`src/rtl/me_pkg.sv`:
```
// Shared constants and types for the motion-estimator control sequencer.
package me_pkg;

   // Default block-size exponent; N PEs serve an N x N block.
   localparam int LOGN    = 4;
   localparam int N       = 2 ** LOGN;

   // Derived widths: reference address, search coordinate, count register.
   localparam int ADDR_W  = 2 * LOGN;
   localparam int COORD_W = LOGN + 1;
   localparam int CNT_W   = 3 * LOGN + 1;

   // Pixels per block and the last count value of a full search.
   localparam int NN      = N * N;
   localparam int T_END   = N * N * N + N - 1;

   typedef enum logic [1:0] {
      IDLE = 2'd0,
      RUN  = 2'd1,
      DONE = 2'd2
   } state_e;

endpackage

```
`src/rtl/me_addr_gen.sv`:
```
// Splits a count value into (vy, i, k) and forms the search-window row/column.
// The window flag is low once the count has passed the last vy position.
module me_addr_gen
   import me_pkg::*;
#(
   parameter int LOGN    = me_pkg::LOGN,
   parameter int COL_OFS = 0
) (
   input  logic [3*LOGN:0]   cnt_i,
   output logic [LOGN:0]     vy_o,
   output logic [LOGN-1:0]   i_o,
   output logic [LOGN-1:0]   k_o,
   output logic [LOGN:0]     row_o,
   output logic [LOGN:0]     col_o,
   output logic              in_win_o
);

   assign vy_o     = cnt_i[3*LOGN:2*LOGN];
   assign i_o      = cnt_i[2*LOGN-1:LOGN];
   assign k_o      = cnt_i[LOGN-1:0];
   assign in_win_o = ~cnt_i[3*LOGN];
   assign row_o    = vy_o + {1'b0, i_o};
   assign col_o    = {1'b0, k_o} + (LOGN+1)'(COL_OFS);

endmodule

```
`src/rtl/me_control.sv`:
```
// Full-search motion estimator sequencer: walks the count t through one search,
// drives reference/search addresses and per-PE controls, and tags results.
// Every output is registered from the next (state, t) so it lines up with t.
module me_control
   import me_pkg::*;
#(
   parameter int LOGN = me_pkg::LOGN
) (
   input  logic                 clock,
   input  logic                 reset,
   input  logic                 start,
   output logic                 busy,
   output logic                 done,
   output logic [2*LOGN-1:0]    AddressR,
   output logic [LOGN:0]        S1Row,
   output logic [LOGN:0]        S1Col,
   output logic [LOGN:0]        S2Row,
   output logic [LOGN:0]        S2Col,
   output logic [2**LOGN-1:0]   S1S2mux,
   output logic [2**LOGN-1:0]   newDist,
   output logic                 ResultValid,
   output logic [LOGN-1:0]      ResultSel,
   output logic [LOGN-1:0]      VecX,
   output logic [LOGN-1:0]      VecY
);

   localparam int NP = 2 ** LOGN;
   localparam int CW = 3 * LOGN + 1;
   localparam logic [CW-1:0] T_END_C = CW'(NP * NP * NP + NP - 1);
   localparam logic [CW-1:0] N_C     = CW'(NP);

   state_e          state_q, state_d;
   logic [CW-1:0]   t_q, t_d;
   logic [CW-1:0]   tp_s;
   logic [CW-1:0]   diff_s;

   logic [LOGN:0]   s1_vy, s1_row, s1_col, s2_vy, s2_row, s2_col, vym1_s;
   logic [LOGN-1:0] s1_i, s1_k, s2_i, s2_k;
   logic            s1_in, s2_in;
   logic            unused_s;

   logic                busy_d, done_d, rv_d;
   logic [2*LOGN-1:0]   addr_d;
   logic [LOGN:0]       s1r_d, s1c_d, s2r_d, s2c_d;
   logic [NP-1:0]       mux_d, nd_d;
   logic [LOGN-1:0]     sel_d, vx_d, vy_d;

   logic                busy_q, done_q, rv_q;
   logic [2*LOGN-1:0]   addr_q;
   logic [LOGN:0]       s1r_q, s1c_q, s2r_q, s2c_q;
   logic [NP-1:0]       mux_q, nd_q;
   logic [LOGN-1:0]     sel_q, vx_q, vy_q;

   // Port 2 trails port 1 by one block row (N counts).
   assign tp_s = t_d - N_C;

   me_addr_gen #(.LOGN(LOGN), .COL_OFS(0)) u_gen_s1 (
      .cnt_i(t_d), .vy_o(s1_vy), .i_o(s1_i), .k_o(s1_k),
      .row_o(s1_row), .col_o(s1_col), .in_win_o(s1_in)
   );

   me_addr_gen #(.LOGN(LOGN), .COL_OFS(NP)) u_gen_s2 (
      .cnt_i(tp_s), .vy_o(s2_vy), .i_o(s2_i), .k_o(s2_k),
      .row_o(s2_row), .col_o(s2_col), .in_win_o(s2_in)
   );

   // Result rows belong to the previous vy pass.
   assign vym1_s   = s1_vy - (LOGN+1)'(1);
   assign unused_s = ^{s1_i, s2_vy, s2_i, s2_k, vym1_s[LOGN]};

   // State and count register.
   always_ff @(posedge clock) begin
      if (reset) begin
         state_q <= IDLE;
         t_q     <= '0;
      end else begin
         state_q <= state_d;
         t_q     <= t_d;
      end
   end

   // Next state and next count: t restarts at 0 on every entry to RUN.
   always_comb begin
      state_d = state_q;
      t_d     = '0;
      case (state_q)
         IDLE: begin
            if (start) begin
               state_d = RUN;
            end else begin
               state_d = IDLE;
            end
         end
         RUN: begin
            if (t_q == T_END_C) begin
               state_d = DONE;
            end else begin
               state_d = RUN;
               t_d     = t_q + CW'(1);
            end
         end
         DONE:    state_d = IDLE;
         default: state_d = IDLE;
      endcase
   end

   // Output values for the coming cycle, derived from (state_d, t_d).
   always_comb begin
      busy_d = 1'b0;
      done_d = 1'b0;
      rv_d   = 1'b0;
      addr_d = '0;
      s1r_d  = '0;
      s1c_d  = '0;
      s2r_d  = '0;
      s2c_d  = '0;
      mux_d  = '0;
      nd_d   = '0;
      sel_d  = '0;
      vx_d   = '0;
      vy_d   = '0;
      diff_s = '0;
      if (state_d == RUN) begin
         busy_d = 1'b1;
         addr_d = t_d[2*LOGN-1:0];
         if (s1_in) begin
            s1r_d = s1_row;
            s1c_d = s1_col;
         end else begin
            s1r_d = '0;
            s1c_d = '0;
         end
         if ((t_d >= N_C) && s2_in) begin
            s2r_d = s2_row;
            s2c_d = s2_col;
         end else begin
            s2r_d = '0;
            s2c_d = '0;
         end
         for (int j = 0; j < NP; j++) begin
            mux_d[j] = (s1_k >= LOGN'(j));
            diff_s   = t_d - CW'(j);
            nd_d[j]  = (t_d >= CW'(j)) && (diff_s[2*LOGN-1:0] == '0)
                       && !diff_s[CW-1];
         end
         if ((t_d[CW-1:2*LOGN] != '0) && (t_d[2*LOGN-1:LOGN] == '0)) begin
            rv_d  = 1'b1;
            sel_d = s1_k;
            vx_d  = s1_k;
            vy_d  = vym1_s[LOGN-1:0];
         end else begin
            rv_d  = 1'b0;
         end
      end else if (state_d == DONE) begin
         done_d = 1'b1;
      end else begin
         done_d = 1'b0;
      end
   end

   // Output registers; reset returns every output to zero.
   always_ff @(posedge clock) begin
      if (reset) begin
         busy_q <= 1'b0;
         done_q <= 1'b0;
         rv_q   <= 1'b0;
         addr_q <= '0;
         s1r_q  <= '0;
         s1c_q  <= '0;
         s2r_q  <= '0;
         s2c_q  <= '0;
         mux_q  <= '0;
         nd_q   <= '0;
         sel_q  <= '0;
         vx_q   <= '0;
         vy_q   <= '0;
      end else begin
         busy_q <= busy_d;
         done_q <= done_d;
         rv_q   <= rv_d;
         addr_q <= addr_d;
         s1r_q  <= s1r_d;
         s1c_q  <= s1c_d;
         s2r_q  <= s2r_d;
         s2c_q  <= s2c_d;
         mux_q  <= mux_d;
         nd_q   <= nd_d;
         sel_q  <= sel_d;
         vx_q   <= vx_d;
         vy_q   <= vy_d;
      end
   end

   assign busy        = busy_q;
   assign done        = done_q;
   assign ResultValid = rv_q;
   assign AddressR    = addr_q;
   assign S1Row       = s1r_q;
   assign S1Col       = s1c_q;
   assign S2Row       = s2r_q;
   assign S2Col       = s2c_q;
   assign S1S2mux     = mux_q;
   assign newDist     = nd_q;
   assign ResultSel   = sel_q;
   assign VecX        = vx_q;
   assign VecY        = vy_q;

endmodule

```
`config.mk`:
```
export PLATFORM = sky130hd
export DESIGN_NAME = me_control
export DESIGN_NICKNAME = d
export VERILOG_FILES = /design/src/rtl/me_pkg.sv /design/src/rtl/me_addr_gen.sv /design/src/rtl/me_control.sv
export SDC_FILE = /design/constraint.sdc
export NUM_CORES = 1
export LEC_CHECK = 0
export CAP_MARGIN = 20
export CORE_ASPECT_RATIO = 1.25
export CORE_MARGIN = 2
export CORE_UTILIZATION = 55
export DETAILED_ROUTE_END_ITERATION = 8
export PLACE_DENSITY_LB_ADDON = 0.3
export RECOVER_POWER = 100
export SYNTH_ARGS = -nofsm -noshare
export SYNTH_HDL_FRONTEND = slang
export SYNTH_SLANG_ARGS = --single-unit
```
`constraint.sdc`:
```
create_clock -name clock -period 10.69 [get_ports clock]
set_clock_uncertainty 0.1 [all_clocks]
set_input_delay 1.6035 -clock clock [delete_from_list [all_inputs] [get_ports clock]]
set_output_delay 1.6035 -clock clock [all_outputs]
set_load 0.05 [all_outputs]
```
== Yosys cells after proc, flatten, opt, wreduce, memory -nomap -nowiden ==
Cells that the tools add are included.
Word-level totals
  input port bits: 3
  register bits: 86
Operators by class
  order comparisons: 33
  reduce and logical (&&, ||, !) cells: 74
  bitwise operators: 4
  muxes and demuxes: 8
  add/sub/neg operators: 21
  eq/ne operators: 4
Operator list (count)
  logical NOT 8 bit: 16
  greater-or-equal comparator 13 x 4 -> 1 bit, second input constant: 8
  subtractor 13 x 4 -> 13 bit, second input constant: 8
  greater-or-equal comparator 13 x 3 -> 1 bit, second input constant: 4
  subtractor 13 x 3 -> 13 bit, second input constant: 4
  logical AND 1 bit: 34
  greater-or-equal comparator 4 bit, second input constant: 8
  greater-or-equal comparator 13 x 1 -> 1 bit, second input constant: 2
  greater-or-equal comparator 13 x 2 -> 1 bit, second input constant: 2
  2-to-1 mux 13 bit: 2
  subtractor 13 x 2 -> 13 bit, second input constant: 2
  greater-or-equal comparator 4 x 3 -> 1 bit, second input constant: 4
  logical NOT 1 bit: 16
  adder 13 x 1 -> 13 bit, second input constant: 1
  equality test 13 bit, second input constant: 1
  greater-or-equal comparator 13 x 5 -> 1 bit, second input constant: 1
  subtractor 13 x 1 -> 13 bit, second input constant: 1
  subtractor 13 x 5 -> 13 bit, second input constant: 1
  adder 5 x 4 -> 5 bit: 2
  OR reduction 3 bit: 3
  greater-or-equal comparator 4 x 1 -> 1 bit, second input constant: 2
  greater-or-equal comparator 4 x 2 -> 1 bit, second input constant: 2
  adder 4 x 5 -> 5 bit, second input constant: 1
  nonzero test 5 bit: 1
  10 further kinds: 18

== Depth between registers and ports, before layout ==
Gate-level depths: netlist of the first run.
  depth in word-level cells: 8
  mapped depth: 20

== By module ==
Synthesis of the first run repeated with hierarchy kept, for this count alone.
Unflattened totals
  cells, all modules: 630
  area total of the unflattened synthesis: 5196.2 µm²
Modules (own cells, without submodules)
  me_control: times used 1, cells each 554, seq. area each 1721.7 µm², area an instance 4610.7 µm²
  me_addr_gen: times used 2, cells each 38, seq. area each 0.0 µm², area an instance 292.8 µm²

== Worst setup path after synthesis of the first run ==
OpenSTA, ideal clock, no wires.
  path type: reg2reg
  start: register t_q[1]
  end: register s2r_q[3], in the netlist S2Row[3]
  cell stages (with the launch flop): 19
  required time: 10.455 ns
  setup time: 0.135 ns
  arrival: 3.827 ns
  slack: 6.628 ns
  period minus slack after synthesis: 4.062 ns
  cells stage by stage: dfxtp_1 -> ha_1 -> buf_2 -> and3_4 -> nand4_1 -> buf_2 -> nand3_2 -> clkbuf_1 -> ha_1 -> clkbuf_1 -> clkinv_1 -> a21oi_1 -> o41ai_2 -> buf_6 -> xnor2_1 -> ha_1 -> a21oi_1 -> xor2_1 -> nor3_2
Between the ends
  word-level cells in the longest chain between the ends: 8
RTL lines
  start: declaration: line me_control.sv:33  | logic [CW-1:0] t_q, t_d;
  start signal: assignment: line me_control.sv:78  | t_q <= t_d;
  branches (longest 8 deep; another with adder 13 x 1 -> 13 bit)
  end signal: assignment: line me_control.sv:184  | s2r_q <= s2r_d;
  end: declaration: line me_control.sv:50  | logic [LOGN:0] s1r_q, s1c_q, s2r_q, s2c_q;
Parallel ways; which one is timed is not known.
A chain may end at the register's enable or synchronous reset.

== Final worst setup path of the first run ==
  start: register t_q[0]
  end: register nd_q[3], in the netlist newDist[3]
Between the ends
  word-level cells in the longest chain between the ends: 7
RTL lines
  adder 13 x 1 -> 13 bit / equality test 13 bit (equally long branches): line me_control.sv:99, me_control.sv:95
  2-to-1 mux 13 bit: line me_control.sv:95  | if (t_q == T_END_C) begin
  2-to-1 mux 13 bit: line me_control.sv:86  | case (state_q)
  subtractor 13 x 2 -> 13 bit: line me_control.sv:142  | diff_s = t_d - CW'(j);
  logical NOT 8 bit: line me_control.sv:143  | nd_d[j] = (t_d >= CW'(j)) && (diff_s[2*LOGN-1:0] == '0)
  logical AND 1 bit: line me_control.sv:143
  logical AND 1 bit: line me_control.sv:144  | && !diff_s[CW-1];
  end signal: assignment: line me_control.sv:187  | nd_q <= nd_d;
  end: declaration: line me_control.sv:51  | logic [NP-1:0] mux_q, nd_q;
Several ways; a longest one is shown, not always the timed one.

==> results of run 1 <==
cell type report:
type,instances,area (um2)
multi-input cells,467,3034
well taps,123,153.9
repair buffers,85,809.5
clock inverters,7,72.57
fillers,783,3043
clock buffers,9,225.2
flip-flops and latches,84,1682
inverters,28,105.1
cell usage after synthesis (all sizes together) (6+ instances only):
cell,number,area [um2]
xor2,6,52.55
nor3,41,255.3
o21ai,15,75.07
a31oi,6,37.54
xnor2,43,376.6
nor4,17,118.9
inv,25,93.84
nand2,45,171.4
and3,9,61.31
clkbuf,21,78.83
buf,33,195.2
a311oi,6,52.55
a21o,6,45.04
nor2,67,251.5
or3,7,48.80
a21oi,46,230.2
dfxtp,84,1682
ha,20,250.2
nand4,9,56.30
o31ai,7,52.55
nand3,28,150.1
a211oi,6,62.56
registers in the layout, indices dropped and copies added, names as in the netlist:
signal,cells
S2Row,5
state_q,2
t_q,13
S1S2mux,15
done,1
S1Col,4
busy,1
S2Col,5
newDist,16
S1Row,5
VecY,4
ResultValid,1
AddressR,8
VecX,4
kinds of logic (layout without fill, tap and decap cells):
logic type / Yosys count / count (layout) / synth area share [%]
and+or+nand+nor: 252 / 252 / 25.85
AOI/OAI and AO/OA: 137 / 137 / 19.08
DFF: 84 / 84 / 32.53
buffers and inverters: 82 / 129 / 7.335
xor gates and xnor gates: 49 / 49 / 8.303
adders and majority gates: 22 / 22 / 5.616
muxes: 6 / 6 / 1.210
other: 1 / 1 / 0.07255
path summary, 6_finish.rpt:
kind                                         start               endpoint  slack (ns)
worst max register to register   t_q[0]$_SDFF_PP0_  newDist[3]$_SDFF_PP0_        3.94
worst min-delay path            t_q[10]$_SDFF_PP0_     t_q[10]$_SDFF_PP0_        0.63
worst max-delay path             t_q[0]$_SDFF_PP0_  newDist[3]$_SDFF_PP0_        3.94
worst min register to register  t_q[10]$_SDFF_PP0_     t_q[10]$_SDFF_PP0_        0.63
metrics by stage:
stage               cell area (um2)  hold slack [ns]  cells  total power, mW  util (%)
floorplan                      5169           0.5061    633           0.3494         -
global placement               5877           0.5931    787           0.3624     64.40
detailed placement             5877           0.6153    787           0.3626     64.40
CTS                            6175           0.6278    803           0.6699     67.67
global route                   6082           0.6726    803           0.6856     66.65
finish                         6082           0.6347    803           0.6689     66.65
worst max-delay path, delay by kind of cell (launching register included):
family,cells,cell delay [ns]
buffers and inverters,1,0.93
adders and majority gates,2,1.07
DFF,1,0.60
AOI/OAI and AO/OA,4,2.89
xor gates and xnor gates,1,0.26
and+or+nand+nor,2,0.78
metal layers:
metal,vias to the layer above,share of wire [%],global-route usage [%],wire length [um]
met5,-,0,0,0
met4,0,6.2,24.10,1106
met3,78,10,6.510,1823
met2,375,46,55.07,8228
met1,2437,37,42.42,6627
li1,2358,-,-,-
report_power, final:
group / total (mW) / internal [mW] / leakage (nW) / switching, mW
registers: 0.316 / 0.315 / 0.678 / 0.00152
logic: 0.0394 / 0.00946 / 1.67 / 0.0300
clock network: 0.313 / 0.165 / 0.144 / 0.148
total: 0.669 / 0.490 / 2.49 / 0.179
==> metrics, run 1 <==
clock tree buffer depth=2; Synth Cell Area=5169 um2; Worst Max-Slew Pin Slew=2.283 ns; Worst Reg2Reg Path Length in Cells=10; hold buffer count at CTS=0; DRC viols=0; hpwl dp=about 12 mm; PwrDens=110.0 nW/um2; synthesized area per cell=about 8.2 um2; Slowest-stage cell, CP=a21boi_0; Post CTS Setup Buffer Count=0; WHS Path Cells=3; failing checks=capacitance limit, slew limit; CP arrival=6.89 ns; first-pass GRT wire length=27.32 mm; Fin Setup TNS=0 ns; pre-CTS setup slack=5.563 ns; Required @ worst endpoint=10.83 ns; 1st-iter DRT viols=491; FF+latch count, synth=84; final setup vio count=0; Final Hold Viols=0; worst path cell trace=ha_1 > and3_1 > nand4_1 > o211ai_1 > clkbuf_1 > ha_1 > a21boi_0 > a311oi_1 > xnor2_1 > a2111oi_0; Die Span Y=around 110 um; Synth Net Count=658; endpoint class of the critical path=flop; layout cell share with drive strength beyond 1=5.735%; VDD IR max=0.1071 mV; clock sinks=84; run status=finished with violations; fin. max-slew vios=28; CTS tree=built; # IOs=78; number of I/O port buffers=76; Final nets=700; vias per cell=between 6 and 7; worst skew pair latency=between 0.3 and 0.4 ns; RSZ-0062 raised after global routing=no; Clock Tree Root=clkbuf_16; Cells after Synth=633; most frequent CP cell=ha_1; Cell variety after synth=79; period utilization=63.15%; first drt pass iteration count=5; Placeable Area=9125 um2; setup ws final=about 3.9 ns; H-tree depth=3; Post-CTS Resized=0; Die Wd=about 90 um; post-synthesis sequential area ratio=between 30% and 40%; commonest non-fill, non-tap cell in the layout=dfxtp_1; Hold WC Path Type=reg -> reg; Post-synth ARST share=0%; Setup CP Type=reg -> reg; clk slew on worst S/H paths=roughly 0.07 ns; relative slew slack=-53.55%; Warnings, synthesis=0; drt wl/cell=22.15 um; vias in the first global route=4977; highest-count cells in the layout ignoring fill and taps=84 x dfxtp_1, 75 x dlygate4sd3_1, 67 x nor2_1; die footprint=just over 10000 um2; GR Overflow Total=0; crit path launch type=flop; largest net degree at the start of global routing=34; final wirelength=around 18 mm; number of diodes=0; minimum clock period=6.750 ns; row count=39; initial antenna violation count=0; slowest stage delay, CP=1.78 ns; Post-DRT Antenna Nets=0; Starting Density=56.64%; FMAX=148.1 MHz; ys flop type=dfxtp_1; Post-synth EDFFs=0; via count=5248; area delta synth->final=17.67%; Max-Cap Viols=2; total global-route track usage=34.67%; leak pwr=roughly 2.5 nW; TritonCTS Buffers=9; crit path max fanout=18; routability congestion estimate=1.015
Power figures use the tool's default switching activity.
==> inputs of run 2 (changes only) <==
CORE_UTILIZATION = 50   (was 55)
clock period = 5.7 ns   (was 10.69 ns; I/O delays follow)
==> run 2 against run 1 <==
Against the previous run: the run now ends clean; non-clock buffer count increased by 10; maximum frequency is 31% higher; count of clock-buffer cells in the layout unchanged; die area up 9.6%; core utilization fell by 5.9 points; sequential cell count is the same; global-route usage decreased by 3.4 points; via count fell by 3.0%; hold slack worse by 0.031 ns; critical path depth up 2; largest cell class unchanged; highest routed layer unchanged.
==> metrics, run 2 (same netlist as run 1, synthesis figures left out) <==
met2 WL=8.089 mm; slowest stage delay, CP=0.94 ns; PwrDens=198.4 nW/um2; crit path max fanout=17; worst skew pair latency=between 0.3 and 0.4 ns; Switching Share=between 20% and 30%; WP depth=12; number of I/O port buffers=76; first-pass GRT wire length=~27 mm; r2r setup slk=around 0.55 ns; minimum clock period=5.147 ns; vias per cell=6.212; first drt pass iteration count=7; initial antenna violation count=0; 1st-iter DRT viols=512; fin. max-slew vios=0; Post-DRT Antenna Nets=0; layout cell share with drive strength beyond 1=between 7 and 8%; leak pwr=2.523 nW; Buf+Inv Stages, Crit Path=3; Hold WC Path Type=reg -> reg; VDD IR max=0.1436 mV; total global-route track usage=31.29%; worst path cell trace=ha_1 > and3_1 > nand4_1 > clkbuf_1 > o211ai_2 > clkbuf_1 > ha_1 > buf_4 > a21boi_2 > nand3_1 > a21o_1 > a2111oi_0; Net Sw Power=roughly 310 uW; worst setup path start=t_q[0]$_SDFF_PP0_; Setup CP Type=reg -> reg; Starting Density=roughly 51%; via count=slightly above 5000; Highest Signal Layer=met4; # IOs=78; Clock Tree Root=clkbuf_16; CP arrival=5.27 ns; WHS Path Cells=2; hold buffer count at CTS=0; crit path launch type=flop; P_int=approximately 900 uW; Post-CTS Resized=0; commonest non-fill, non-tap cell in the layout=dfxtp_1; number of diodes=0; crit path to=newDist[8]$_SDFF_PP0_; GR Overflow Total=0; Die Span Y=117.7 um; Worst Max-Slew Pin Slew=around 1.3 ns; clock tree buffer depth=2; final wirelength=17.30 mm; clk slew on worst S/H paths=~0.070 ns; H-tree depth=3; Final Hold Viols=0; hpwl dp=12.38 mm; Post CTS Setup Buffer Count=0; Comb pwr share=6.2%; final setup vio count=0; Slowest-stage cell, CP=clkbuf_1; post-route design area=6136 um2; DRT met1 WL=7.073 mm; Met3 Routed Length=1.591 mm; Largest register FFs=16; relative slew slack=between 10% and 20%; Fin Setup TNS=0 ns; area delta synth->final=18.71%; TritonCTS Buffers=9; endpoint class of the critical path=flop; RSZ-0062 raised after global routing=no; CTS tree=built; placed inst area=slightly below 6000 um2; Final nets=710; Critical R2R Launch=t_q[0]$_SDFF_PP0_; period utilization=90.30%; Required @ worst endpoint=5.82 ns; Placeable Area=10110 um2; Final Util=60.72%; DRC viols=0; clock power share=45.0%; vias in the first global route=4628; largest net degree at the start of global routing=34; Worst Reg2Reg Path Length in Cells=12; FF-to-FF End=newDist[8]$_SDFF_PP0_; sequential share of power=48.7%; clock sinks=84; Die Wd=94.94 um; highest-count cells in the layout ignoring fill and taps=84 x dfxtp_1, 74 x dlygate4sd3_1, 67 x nor2_1; run status=finished clean; drt wl/cell=21.12 um; routability congestion estimate=approximately 1.0; Top delay family on crit path=buffers and inverters; row count=between 40 and 50; die footprint=11170 um2; FMAX=around 200 MHz; Max-Cap Viols=0
## run 2: changes by cell type in the layout (fill, tap and decap cells not counted), moves of 2 or more
cell      change
buf_4         +7
clkbuf_1      +3
clkinv_2      +3
inv_8         -2
nand3_1       -2
nand3_2       +2
## run 2: cell type report
cell class                 instances  area [um2]
tap                              129       161.4
sequential                        84        1682
clock buffer                       9       225.2
fill                             912        3970
timing repair buffer              95       873.3
inverter                          28       105.1
clock inverter                     7       48.80
multi-input combinational        467        3040
## run 2: how the worst min path moves through the flow
stage                          start  slack, ns                     to
3_5_place_dp      t_q[11]$_SDFF_PP0_       0.60     t_q[11]$_SDFF_PP0_
4_1_cts           t_q[11]$_SDFF_PP0_       0.61     t_q[11]$_SDFF_PP0_
2_1_floorplan  state_q[1]$_SDFF_PP0_       0.51  state_q[0]$_SDFF_PP0_
3_3_place_gp      t_q[11]$_SDFF_PP0_       0.58     t_q[11]$_SDFF_PP0_
5_1_grt           t_q[11]$_SDFF_PP0_       0.67     t_q[11]$_SDFF_PP0_
6_report          t_q[11]$_SDFF_PP0_       0.60     t_q[11]$_SDFF_PP0_
## run 2: worst min-delay path, cell delays in order (launching register included)
cell     delay, ns
dfxtp_1       0.38
xnor2_1       0.23
nor3_1        0.05
## run 2: routing by layer
metal | up-vias | track usage, %
li1 | 2367 | -
met3 | 47 | 4.738
met5 | - | 0
met2 | 313 | 49.69
met1 | 2361 | 42.24
met4 | 0 | 12.41
## run 2: through the flow
stage / power, mW / worst slack [ns] / hold slack (ns) / instances
after floorplan: 0.6553 / 1.638 / 0.5061 / 633
after global placement: 0.6828 / 1.307 / 0.5839 / 803
after detailed placement: 0.6826 / 1.110 / 0.5953 / 803
after CTS: 1.225 / 1.062 / 0.6050 / 819
after global routing: 1.246 / 0.2945 / 0.6708 / 819
final: 1.217 / 0.5526 / 0.6039 / 819
## run 2: power groups by stage
stage,registers (mW),logic (mW),clock network [mW]
2_1_floorplan,0.616,0.0393,0
3_3_place_gp,0.606,0.0764,0
3_5_place_dp,0.607,0.0760,0
4_1_cts,0.593,0.0764,0.556
5_1_grt,0.593,0.0791,0.573
6_report,0.593,0.0757,0.548
